File: src/rtl/hazard_unit_if.sv
// ---------------------------------------------------------------------------
// hazard_unit_if
//   Bundles every pipeline-side signal exchanged with the hazard unit.
//
//   Pipeline -> hazard unit (driven through the master modport):
//     rsD, rtD               source registers of the decode-stage instruction
//     rsE, rtE               source registers of the execute-stage instruction
//     writeregE/M/W          destination register carried by each stage
//     regwriteE/M/W          stage will write the register file
//     memtoregE/M            stage holds a load
//     branchD                decode holds a branch that compares registers
//     divE                   execute holds a divide
//     memaccessM, dmem_okM   memory-stage access and its completion strobe
//
//   Hazard unit -> pipeline (driven through the slave modport):
//     forwardAD/BD           decode comparator bypass from M
//     forwardAE/BE           ALU operand select (00 regfile, 01 W, 10 M)
//     stallF/D/E/M           pipeline register hold enables
//     flushE, flushW         pipeline register clears
//     div_busy, div_done     divider running / divider result valid
// ---------------------------------------------------------------------------
interface hazard_unit_if;
  logic [4:0] rsD;
  logic [4:0] rtD;
  logic [4:0] rsE;
  logic [4:0] rtE;
  logic [4:0] writeregE;
  logic [4:0] writeregM;
  logic [4:0] writeregW;
  logic       regwriteE;
  logic       regwriteM;
  logic       regwriteW;
  logic       memtoregE;
  logic       memtoregM;
  logic       branchD;
  logic       divE;
  logic       memaccessM;
  logic       dmem_okM;

  logic       forwardAD;
  logic       forwardBD;
  logic [1:0] forwardAE;
  logic [1:0] forwardBE;
  logic       stallF;
  logic       stallD;
  logic       stallE;
  logic       stallM;
  logic       flushE;
  logic       flushW;
  logic       div_busy;
  logic       div_done;

  // Datapath/controller side: supplies register numbers and flags,
  // consumes the bypass selects and stall/flush controls.
  modport master (
    output rsD, rtD, rsE, rtE, writeregE, writeregM, writeregW,
    output regwriteE, regwriteM, regwriteW, memtoregE, memtoregM,
    output branchD, divE, memaccessM, dmem_okM,
    input  forwardAD, forwardBD, forwardAE, forwardBE,
    input  stallF, stallD, stallE, stallM, flushE, flushW,
    input  div_busy, div_done
  );

  // Hazard unit side.
  modport slave (
    input  rsD, rtD, rsE, rtE, writeregE, writeregM, writeregW,
    input  regwriteE, regwriteM, regwriteW, memtoregE, memtoregM,
    input  branchD, divE, memaccessM, dmem_okM,
    output forwardAD, forwardBD, forwardAE, forwardBE,
    output stallF, stallD, stallE, stallM, flushE, flushW,
    output div_busy, div_done
  );
endinterface

File: src/rtl/hazard_unit.sv
// ---------------------------------------------------------------------------
// hazard_unit
//   Forwarding and stall/flush control for a five-stage MIPS-style pipeline
//   with a multi-cycle divider in execute and a data memory that can wait.
//
//   Parameters:
//     DIV_CYCLES  number of cycles the divider spends busy (legal 2..63)
//
//   Ports:
//     clk   rising-edge clock
//     rst   asynchronous, active-low reset
//     hz    hazard_unit_if.slave, all pipeline-facing signals
//
//   Hazard sources:
//     lwStall   load in E feeds an instruction in D
//     brStall   branch in D needs a value still in E, or a load still in M
//     memStall  data memory has not completed the access in M
//     divStall  divide being started or running in E
//
//   Execute-stage freezes (divide, memory wait) take priority over the
//   decode-stage bubble: while E is frozen, F/D simply hold and the bubble
//   is injected into E on the first cycle E is free again.
// ---------------------------------------------------------------------------
module hazard_unit #(
  parameter int unsigned DIV_CYCLES = 32
) (
  input  logic          clk,
  input  logic          rst,
  hazard_unit_if.slave  hz
);

  typedef enum logic [1:0] {
    IDLE     = 2'd0,
    DIV_RUN  = 2'd1,
    DIV_DONE = 2'd2
  } divState_t;

  // Last count value spent in DIV_RUN; counting 0..DIV_CYCLES-1 gives
  // exactly DIV_CYCLES busy cycles.
  localparam logic [5:0] LAST_CNT = 6'(DIV_CYCLES - 1);

  divState_t  state_q;
  logic [5:0] cnt_q;
  logic [5:0] cnt_d;
  logic       busy_q;
  logic       done_q;

  logic       lwStall;
  logic       brStall;
  logic       memStall;
  logic       divStall;
  logic       stallExec;
  logic       decodeHazard;

  logic [1:0] fwdAE;
  logic [1:0] fwdBE;
  logic       fwdAD;
  logic       fwdBD;

  // ALU operand bypass select for one source register. Register 0 is
  // hard-wired to zero and never forwarded. M is checked first because it
  // holds the younger result when both M and W target the same register.
  function automatic logic [1:0] aluFwdSel(
    input logic [4:0] src,
    input logic       rwM,
    input logic [4:0] wrM,
    input logic       rwW,
    input logic [4:0] wrW
  );
    logic [1:0] sel;
    sel = 2'b00;
    if (src != 5'd0) begin
      if (rwM && (src == wrM)) begin
        sel = 2'b10;
      end else if (rwW && (src == wrW)) begin
        sel = 2'b01;
      end
    end
    return sel;
  endfunction

  // Decode comparator bypass from M for one source register.
  function automatic logic decFwdSel(
    input logic [4:0] src,
    input logic       rwM,
    input logic [4:0] wrM
  );
    return (src != 5'd0) && rwM && (src == wrM);
  endfunction

  // Forwarding selects for both E operands and both D comparator inputs.
  always_comb begin
    fwdAE = aluFwdSel(hz.rsE, hz.regwriteM, hz.writeregM,
                      hz.regwriteW, hz.writeregW);
    fwdBE = aluFwdSel(hz.rtE, hz.regwriteM, hz.writeregM,
                      hz.regwriteW, hz.writeregW);
    fwdAD = decFwdSel(hz.rsD, hz.regwriteM, hz.writeregM);
    fwdBD = decFwdSel(hz.rtD, hz.regwriteM, hz.writeregM);
  end

  // Hazard detection. The divide term looks only at the registered state,
  // so during reset it evaluates as IDLE.
  always_comb begin
    lwStall  = hz.memtoregE &&
               ((hz.rtE == hz.rsD) || (hz.rtE == hz.rtD));

    brStall  = hz.branchD &&
               ((hz.regwriteE &&
                 ((hz.writeregE == hz.rsD) || (hz.writeregE == hz.rtD))) ||
                (hz.memtoregM &&
                 ((hz.writeregM == hz.rsD) || (hz.writeregM == hz.rtD))));

    memStall = hz.memaccessM && !hz.dmem_okM;

    divStall = ((state_q == IDLE) && hz.divE) || (state_q == DIV_RUN);

    stallExec    = divStall || memStall;
    decodeHazard = lwStall || brStall;
  end

  // Incremented counter value used while the divider is running.
  always_comb begin
    cnt_d = cnt_q + 6'd1;
  end

  // Divider sequencer. A divide starts only when M is not waiting, runs for
  // DIV_CYCLES cycles, then holds DIV_DONE until the memory stage releases,
  // so the divide instruction (still in E, still asserting divE) cannot
  // retrigger itself. busy/done are registered copies of the state.
  always_ff @(posedge clk or negedge rst) begin
    if (!rst) begin
      state_q <= IDLE;
      cnt_q   <= 6'd0;
      busy_q  <= 1'b0;
      done_q  <= 1'b0;
    end else begin
      case (state_q)
        IDLE: begin
          if (hz.divE && !memStall) begin
            state_q <= DIV_RUN;
            cnt_q   <= 6'd0;
            busy_q  <= 1'b1;
            done_q  <= 1'b0;
          end
        end
        DIV_RUN: begin
          // Count saturates at LAST_CNT; leaving the state here keeps the
          // counter from ever wrapping.
          if (cnt_q == LAST_CNT) begin
            state_q <= DIV_DONE;
            busy_q  <= 1'b0;
            done_q  <= 1'b1;
          end else begin
            cnt_q   <= cnt_d;
          end
        end
        DIV_DONE: begin
          if (!memStall) begin
            state_q <= IDLE;
            done_q  <= 1'b0;
          end
        end
        default: begin
          state_q <= IDLE;
          cnt_q   <= 6'd0;
          busy_q  <= 1'b0;
          done_q  <= 1'b0;
        end
      endcase
    end
  end

  // Output drive. flushE is masked by stallExec so E is never cleared while
  // it is also being held; the pending load-use or branch bubble is then
  // inserted once E is free.
  assign hz.forwardAE = fwdAE;
  assign hz.forwardBE = fwdBE;
  assign hz.forwardAD = fwdAD;
  assign hz.forwardBD = fwdBD;

  assign hz.stallE    = stallExec;
  assign hz.stallM    = memStall;
  assign hz.flushW    = memStall;
  assign hz.stallF    = decodeHazard || stallExec;
  assign hz.stallD    = decodeHazard || stallExec;
  assign hz.flushE    = decodeHazard && !stallExec;

  assign hz.div_busy  = busy_q;
  assign hz.div_done  = done_q;

endmodule

File: src/flat_wrapper.sv
// flat-port wrapper written by rule: the top's interface ports become plain ports
module hazard_unit_flat 
#(
  parameter int unsigned DIV_CYCLES = 32
)
  (clk, rst, hz_rsD, hz_rtD, hz_rsE, hz_rtE, hz_writeregE, hz_writeregM, hz_writeregW, hz_regwriteE, hz_regwriteM, hz_regwriteW, hz_memtoregE, hz_memtoregM, hz_branchD, hz_divE, hz_memaccessM, hz_dmem_okM, hz_forwardAD, hz_forwardBD, hz_forwardAE, hz_forwardBE, hz_stallF, hz_stallD, hz_stallE, hz_stallM, hz_flushE, hz_flushW, hz_div_busy, hz_div_done);
  hazard_unit_if hz_i ();
  input  logic clk;
  input  logic rst;
  input wire logic [$bits(hz_i.rsD)-1:0] hz_rsD;
  input wire logic [$bits(hz_i.rtD)-1:0] hz_rtD;
  input wire logic [$bits(hz_i.rsE)-1:0] hz_rsE;
  input wire logic [$bits(hz_i.rtE)-1:0] hz_rtE;
  input wire logic [$bits(hz_i.writeregE)-1:0] hz_writeregE;
  input wire logic [$bits(hz_i.writeregM)-1:0] hz_writeregM;
  input wire logic [$bits(hz_i.writeregW)-1:0] hz_writeregW;
  input wire logic [$bits(hz_i.regwriteE)-1:0] hz_regwriteE;
  input wire logic [$bits(hz_i.regwriteM)-1:0] hz_regwriteM;
  input wire logic [$bits(hz_i.regwriteW)-1:0] hz_regwriteW;
  input wire logic [$bits(hz_i.memtoregE)-1:0] hz_memtoregE;
  input wire logic [$bits(hz_i.memtoregM)-1:0] hz_memtoregM;
  input wire logic [$bits(hz_i.branchD)-1:0] hz_branchD;
  input wire logic [$bits(hz_i.divE)-1:0] hz_divE;
  input wire logic [$bits(hz_i.memaccessM)-1:0] hz_memaccessM;
  input wire logic [$bits(hz_i.dmem_okM)-1:0] hz_dmem_okM;
  output wire logic [$bits(hz_i.forwardAD)-1:0] hz_forwardAD;
  output wire logic [$bits(hz_i.forwardBD)-1:0] hz_forwardBD;
  output wire logic [$bits(hz_i.forwardAE)-1:0] hz_forwardAE;
  output wire logic [$bits(hz_i.forwardBE)-1:0] hz_forwardBE;
  output wire logic [$bits(hz_i.stallF)-1:0] hz_stallF;
  output wire logic [$bits(hz_i.stallD)-1:0] hz_stallD;
  output wire logic [$bits(hz_i.stallE)-1:0] hz_stallE;
  output wire logic [$bits(hz_i.stallM)-1:0] hz_stallM;
  output wire logic [$bits(hz_i.flushE)-1:0] hz_flushE;
  output wire logic [$bits(hz_i.flushW)-1:0] hz_flushW;
  output wire logic [$bits(hz_i.div_busy)-1:0] hz_div_busy;
  output wire logic [$bits(hz_i.div_done)-1:0] hz_div_done;
  assign hz_i.rsD = hz_rsD;
  assign hz_i.rtD = hz_rtD;
  assign hz_i.rsE = hz_rsE;
  assign hz_i.rtE = hz_rtE;
  assign hz_i.writeregE = hz_writeregE;
  assign hz_i.writeregM = hz_writeregM;
  assign hz_i.writeregW = hz_writeregW;
  assign hz_i.regwriteE = hz_regwriteE;
  assign hz_i.regwriteM = hz_regwriteM;
  assign hz_i.regwriteW = hz_regwriteW;
  assign hz_i.memtoregE = hz_memtoregE;
  assign hz_i.memtoregM = hz_memtoregM;
  assign hz_i.branchD = hz_branchD;
  assign hz_i.divE = hz_divE;
  assign hz_i.memaccessM = hz_memaccessM;
  assign hz_i.dmem_okM = hz_dmem_okM;
  assign hz_forwardAD = hz_i.forwardAD;
  assign hz_forwardBD = hz_i.forwardBD;
  assign hz_forwardAE = hz_i.forwardAE;
  assign hz_forwardBE = hz_i.forwardBE;
  assign hz_stallF = hz_i.stallF;
  assign hz_stallD = hz_i.stallD;
  assign hz_stallE = hz_i.stallE;
  assign hz_stallM = hz_i.stallM;
  assign hz_flushE = hz_i.flushE;
  assign hz_flushW = hz_i.flushW;
  assign hz_div_busy = hz_i.div_busy;
  assign hz_div_done = hz_i.div_done;
  hazard_unit #(.DIV_CYCLES(DIV_CYCLES)) u_core (.clk(clk), .rst(rst), .hz(hz_i));
endmodule
File: config.mk
export PLATFORM = sky130hd
export DESIGN_NAME = hazard_unit_flat
export DESIGN_NICKNAME = d
export VERILOG_FILES = /design/src/rtl/hazard_unit_if.sv /design/src/rtl/hazard_unit.sv /design/src/flat_wrapper.sv
export SDC_FILE = /design/constraint.sdc
export NUM_CORES = 1
export LEC_CHECK = 0
export BUFFER_PORTS_ARGS = -buffer_cell sky130_fd_sc_hd__buf_2
export CAP_MARGIN = 25
export CORE_MARGIN = 2
export CORE_UTILIZATION = 47
export DETAILED_ROUTE_END_ITERATION = 6
export PLACE_DENSITY = 0.92
export SLEW_MARGIN = 10
export SYNTH_ARGS = -nofsm -noshare
export SYNTH_HDL_FRONTEND = slang
export SYNTH_SLANG_ARGS = --single-unit
export TNS_END_PERCENT = 50
File: constraint.sdc
create_clock -name clk -period 2 [get_ports clk]
set_input_delay 0.4 -clock clk [delete_from_list [all_inputs] [get_ports clk]]
set_output_delay 0.4 -clock clk [all_outputs]
set_load 0.05 [all_outputs]
==> key figures <==
Synthesis
  • Syn Std Cell Area: 0.00126 mm2
  • Synth Register Bits: 9
  • Ranking of synthesized cells by area: xor2_1 20%, dfrtp_1 18%, xnor2_1 17%
  • Top_reg_cell synth: dfrtp_1
  • Cell taking the most area after synthesis: xor2_1
  • Yosys top cell area share: 20.2%
  • Synth cell count leaders: 29 x xor2_1, 24 x xnor2_1, 12 x nor3_1
  • Syn avg cell area: 8.21 um2
  • Number of synthesized flops with an enable pin: 0
  • Mapped Cells: 153
  • Syn nets: 200
  • Warnings from Yosys: 0
  • Synth unique cells: 36
  • Top-count cell post-synth: xor2_1
  • Synth async-reset ratio: 100%
  • Seq/Total Area, Yosys: 17.9%

GRT
  • First-pass GRT wire length: 5.71 mm
  • Gr usage total: 22.5%
  • Vias in the first global route: 1287
  • Total congestion overflow: 0
  • Pin count of the biggest net entering global routing: 11
  • Initial antenna violation count: 0

Detailed routing
  • DRT Pass-1 Iters: 4
  • Starting DRT DRC Count: 63
  • DRC viols: 0
  • WL met1: 1.51 mm
  • Via count: 1440
  • Met3 wire length: 388 um
  • Uppermost layer routed: met4
  • Total Wirelength: 4.15 mm
  • Vias per cell: 5.74
  • Met2 wire length: 2.09 mm
  • Antenna Nets Post-Route: 0
  • Post-DR wirelength/cell: 16.5 um

Timing
  • Final setup vio count: 3
  • Fin Hold WS: 493 ps
  • Final worst slack: -51.5 ps
  • RSZ-0062 raised after global routing: true
  • Worst-margin pin slew: 502 ps
  • Crit path time final: 2050 ps
  • Slew HR: 66.2%
  • Total negative slack: -104 ps
  • Highest achievable clock rate: 487 MHz
  • Final Hold Fails: 0
  • Skew final: 1.64 ps
  • Fin crit share: 103%
  • Max-slew violation count: 0

Setup path
  • Critical path arrival: 1650 ps
  • Worst reg-to-reg path cell count: 6
  • Setup crit end kind: output pin
  • Crit path max fanout: 4
  • CP Launch Type: primary input
  • Kind of critical path: primary input to output pin
  • Crit path required time: 1600 ps

CTS
  • CTS tree: done
  • Clk slew on worst S/H paths: 60 ps
  • TritonCTS buffer count: 3
  • Worst skew pair latency: 270 ps
  • Clk sinks: 9
  • H-tree levels: 1
  • Clock buffer depth: 2
  • Clock root cell: clkbuf_4

Floorplanning
  • Core area: 0.00250 mm2
  • I/O pin cnt: 60
  • Die Y: 55.7 um
  • Initial Util: 50.3%
  • Die area: 0.00310 mm2
  • # rows: 18
  • Die X-Extent: 55.7 um

Placement
  • Port bufs: 59
  • Routability Congestion: 0.877
  • Dpl hpwl: 2.88 mm

Cells and area
  • Layout Area Growth over Synthesis: 47.7%
  • Antenna cells: 0
  • Layout cell share with drive strength beyond 1: 44.8%
  • Nets@finish: 269
  • Filler cell count in the final layout: 165

Worst hold path
  • Hold Path Depth: 3
  • Worst hold path class: primary input to flop

Power and ir drop
  • Max rail drop VDD: 0.656 mV
  • Power Dens Cells: 686 mW/mm2
  • Leak: 0.824 nW

Flow run
  • Max_cap viols: 0

Status
  • Run status: finished with violations
  • Violated checks: setup timing
==> layer usage <==
metal | GRT usage (%) | vias to the layer above
li1 | - | 660
met1 | 27.3 | 658
met2 | 40.8 | 101
met3 | 2.33 | 21
met4 | 8.01 | 0
met5 | 0 | -
==> placed cells by master (no fill, tap or decap), types with 2 or more instances in the layout <==
| master | count |
|---|---|
| nor3_1 | 9 |
| nand4_1 | 2 |
| xnor2_1 | 24 |
| o21ai_0 | 4 |
| buf_4 | 14 |
| a21oi_1 | 5 |
| nor4_2 | 2 |
| nor4_1 | 3 |
| nor2_1 | 9 |
| nor3_2 | 3 |
| and3_1 | 4 |
| buf_6 | 10 |
| nand2_1 | 8 |
| a21boi_2 | 2 |
| inv_1 | 6 |
| clkbuf_4 | 5 |
| xor2_1 | 23 |
| or4_1 | 2 |
| nand3_1 | 6 |
| xor2_2 | 6 |
| o22ai_1 | 2 |
| dfrtp_1 | 8 |
| buf_2 | 43 |
==> through the flow <==
stage	instance area, um2	std cells	setup WS (ps)	util [%]	power, W
detailed placement	1650	245	-87.5	65.9	0.00107
finish	1860	251	-51.5	74.2	0.00127
global placement	1650	245	-26.5	65.9	0.00104
global route	1860	251	-118	74.2	0.00138
CTS	1710	250	-7.22	68.3	0.00124
floorplan	1280	153	-251	-	0.000883
==> cells by family (layout without fill, tap and decap cells) <==
family | after synthesis | in the layout | synth area share, %
AND/OR/NAND/NOR | 55 | 55 | 26.1
XOR/XNOR | 53 | 53 | 37.0
AO/OA/AOI/OAI | 20 | 20 | 11.5
buffers and inverters | 14 | 82 | 5.78
flip-flops | 9 | 9 | 17.9
adder cells (fa/ha/maj) | 1 | 1 | 0.996
multiplexers | 1 | 1 | 0.797
==> layout make-up <==
cell class | instances | area (um2) | area share, %
clock buffers | 4 | 26.3 | 1.42
inverters | 6 | 22.5 | 1.21
multi-input cells | 130 | 1050 | 56.6
flip-flops and latches | 9 | 226 | 12.2
well taps | 30 | 37.5 | 2.02
repair buffers | 72 | 493 | 26.6
==> registers in the layout, summed over array words and instances, names as in the netlist <==
| register | cells |
|---|---|
| u_core.state_q | 1 |
| u_core.hz.div_busy | 1 |
| u_core.cnt_q | 6 |
| u_core.hz.div_done | 1 |
==> critical path, cell delays in order <==
cell and delay, ps:
buf_2 150, xor2_1 240, nor3_2 80, and3_1 150, o31ai_2 250, nand3b_1 180
buf_6 190
==> power breakdown <==
part / internal (W) / switching [W] / total (W) / leakage, nW
combinational: 0.000347 / 0.000429 / 0.000776 / 0.701
clock: 0.0000774 / 0.0000713 / 0.000149 / 0.0150
sequential: 0.000265 / 0.0000847 / 0.000350 / 0.108
==> timing repair <==
item | CTS | global route
pin swaps | 1 | 17
gates resized for setup | 7 | 40
setup endpoints to repair | 5 | 6
endpoints found under the hold margin | 9 | 0
buffers inserted | 0 | 1
cloned | 0 | 0
hold buffers | 1 | 0
==> worst paths after layout <==
path / start / to / slack [ps]
min in group asynchronous: rst / u_core.hz.div_busy$_DFFE_PN0P_ / 510
worst max-delay path: hz_rsD[0] / hz_stallD / -50
worst max register to register: u_core.cnt_q[0]$_DFFE_PN0P_ / u_core.cnt_q[2]$_DFFE_PN0P_ / 410
max in group asynchronous: rst / u_core.hz.div_done$_DFFE_PN0P_ / 1290
worst min register to register: u_core.hz.div_busy$_DFFE_PN0P_ / u_core.hz.div_busy$_DFFE_PN0P_ / 540
worst min-delay path: hz_divE / u_core.state_q[0]$_DFFE_PN0P_ / 490
Note: power is estimated with default switching activity, not from simulation.
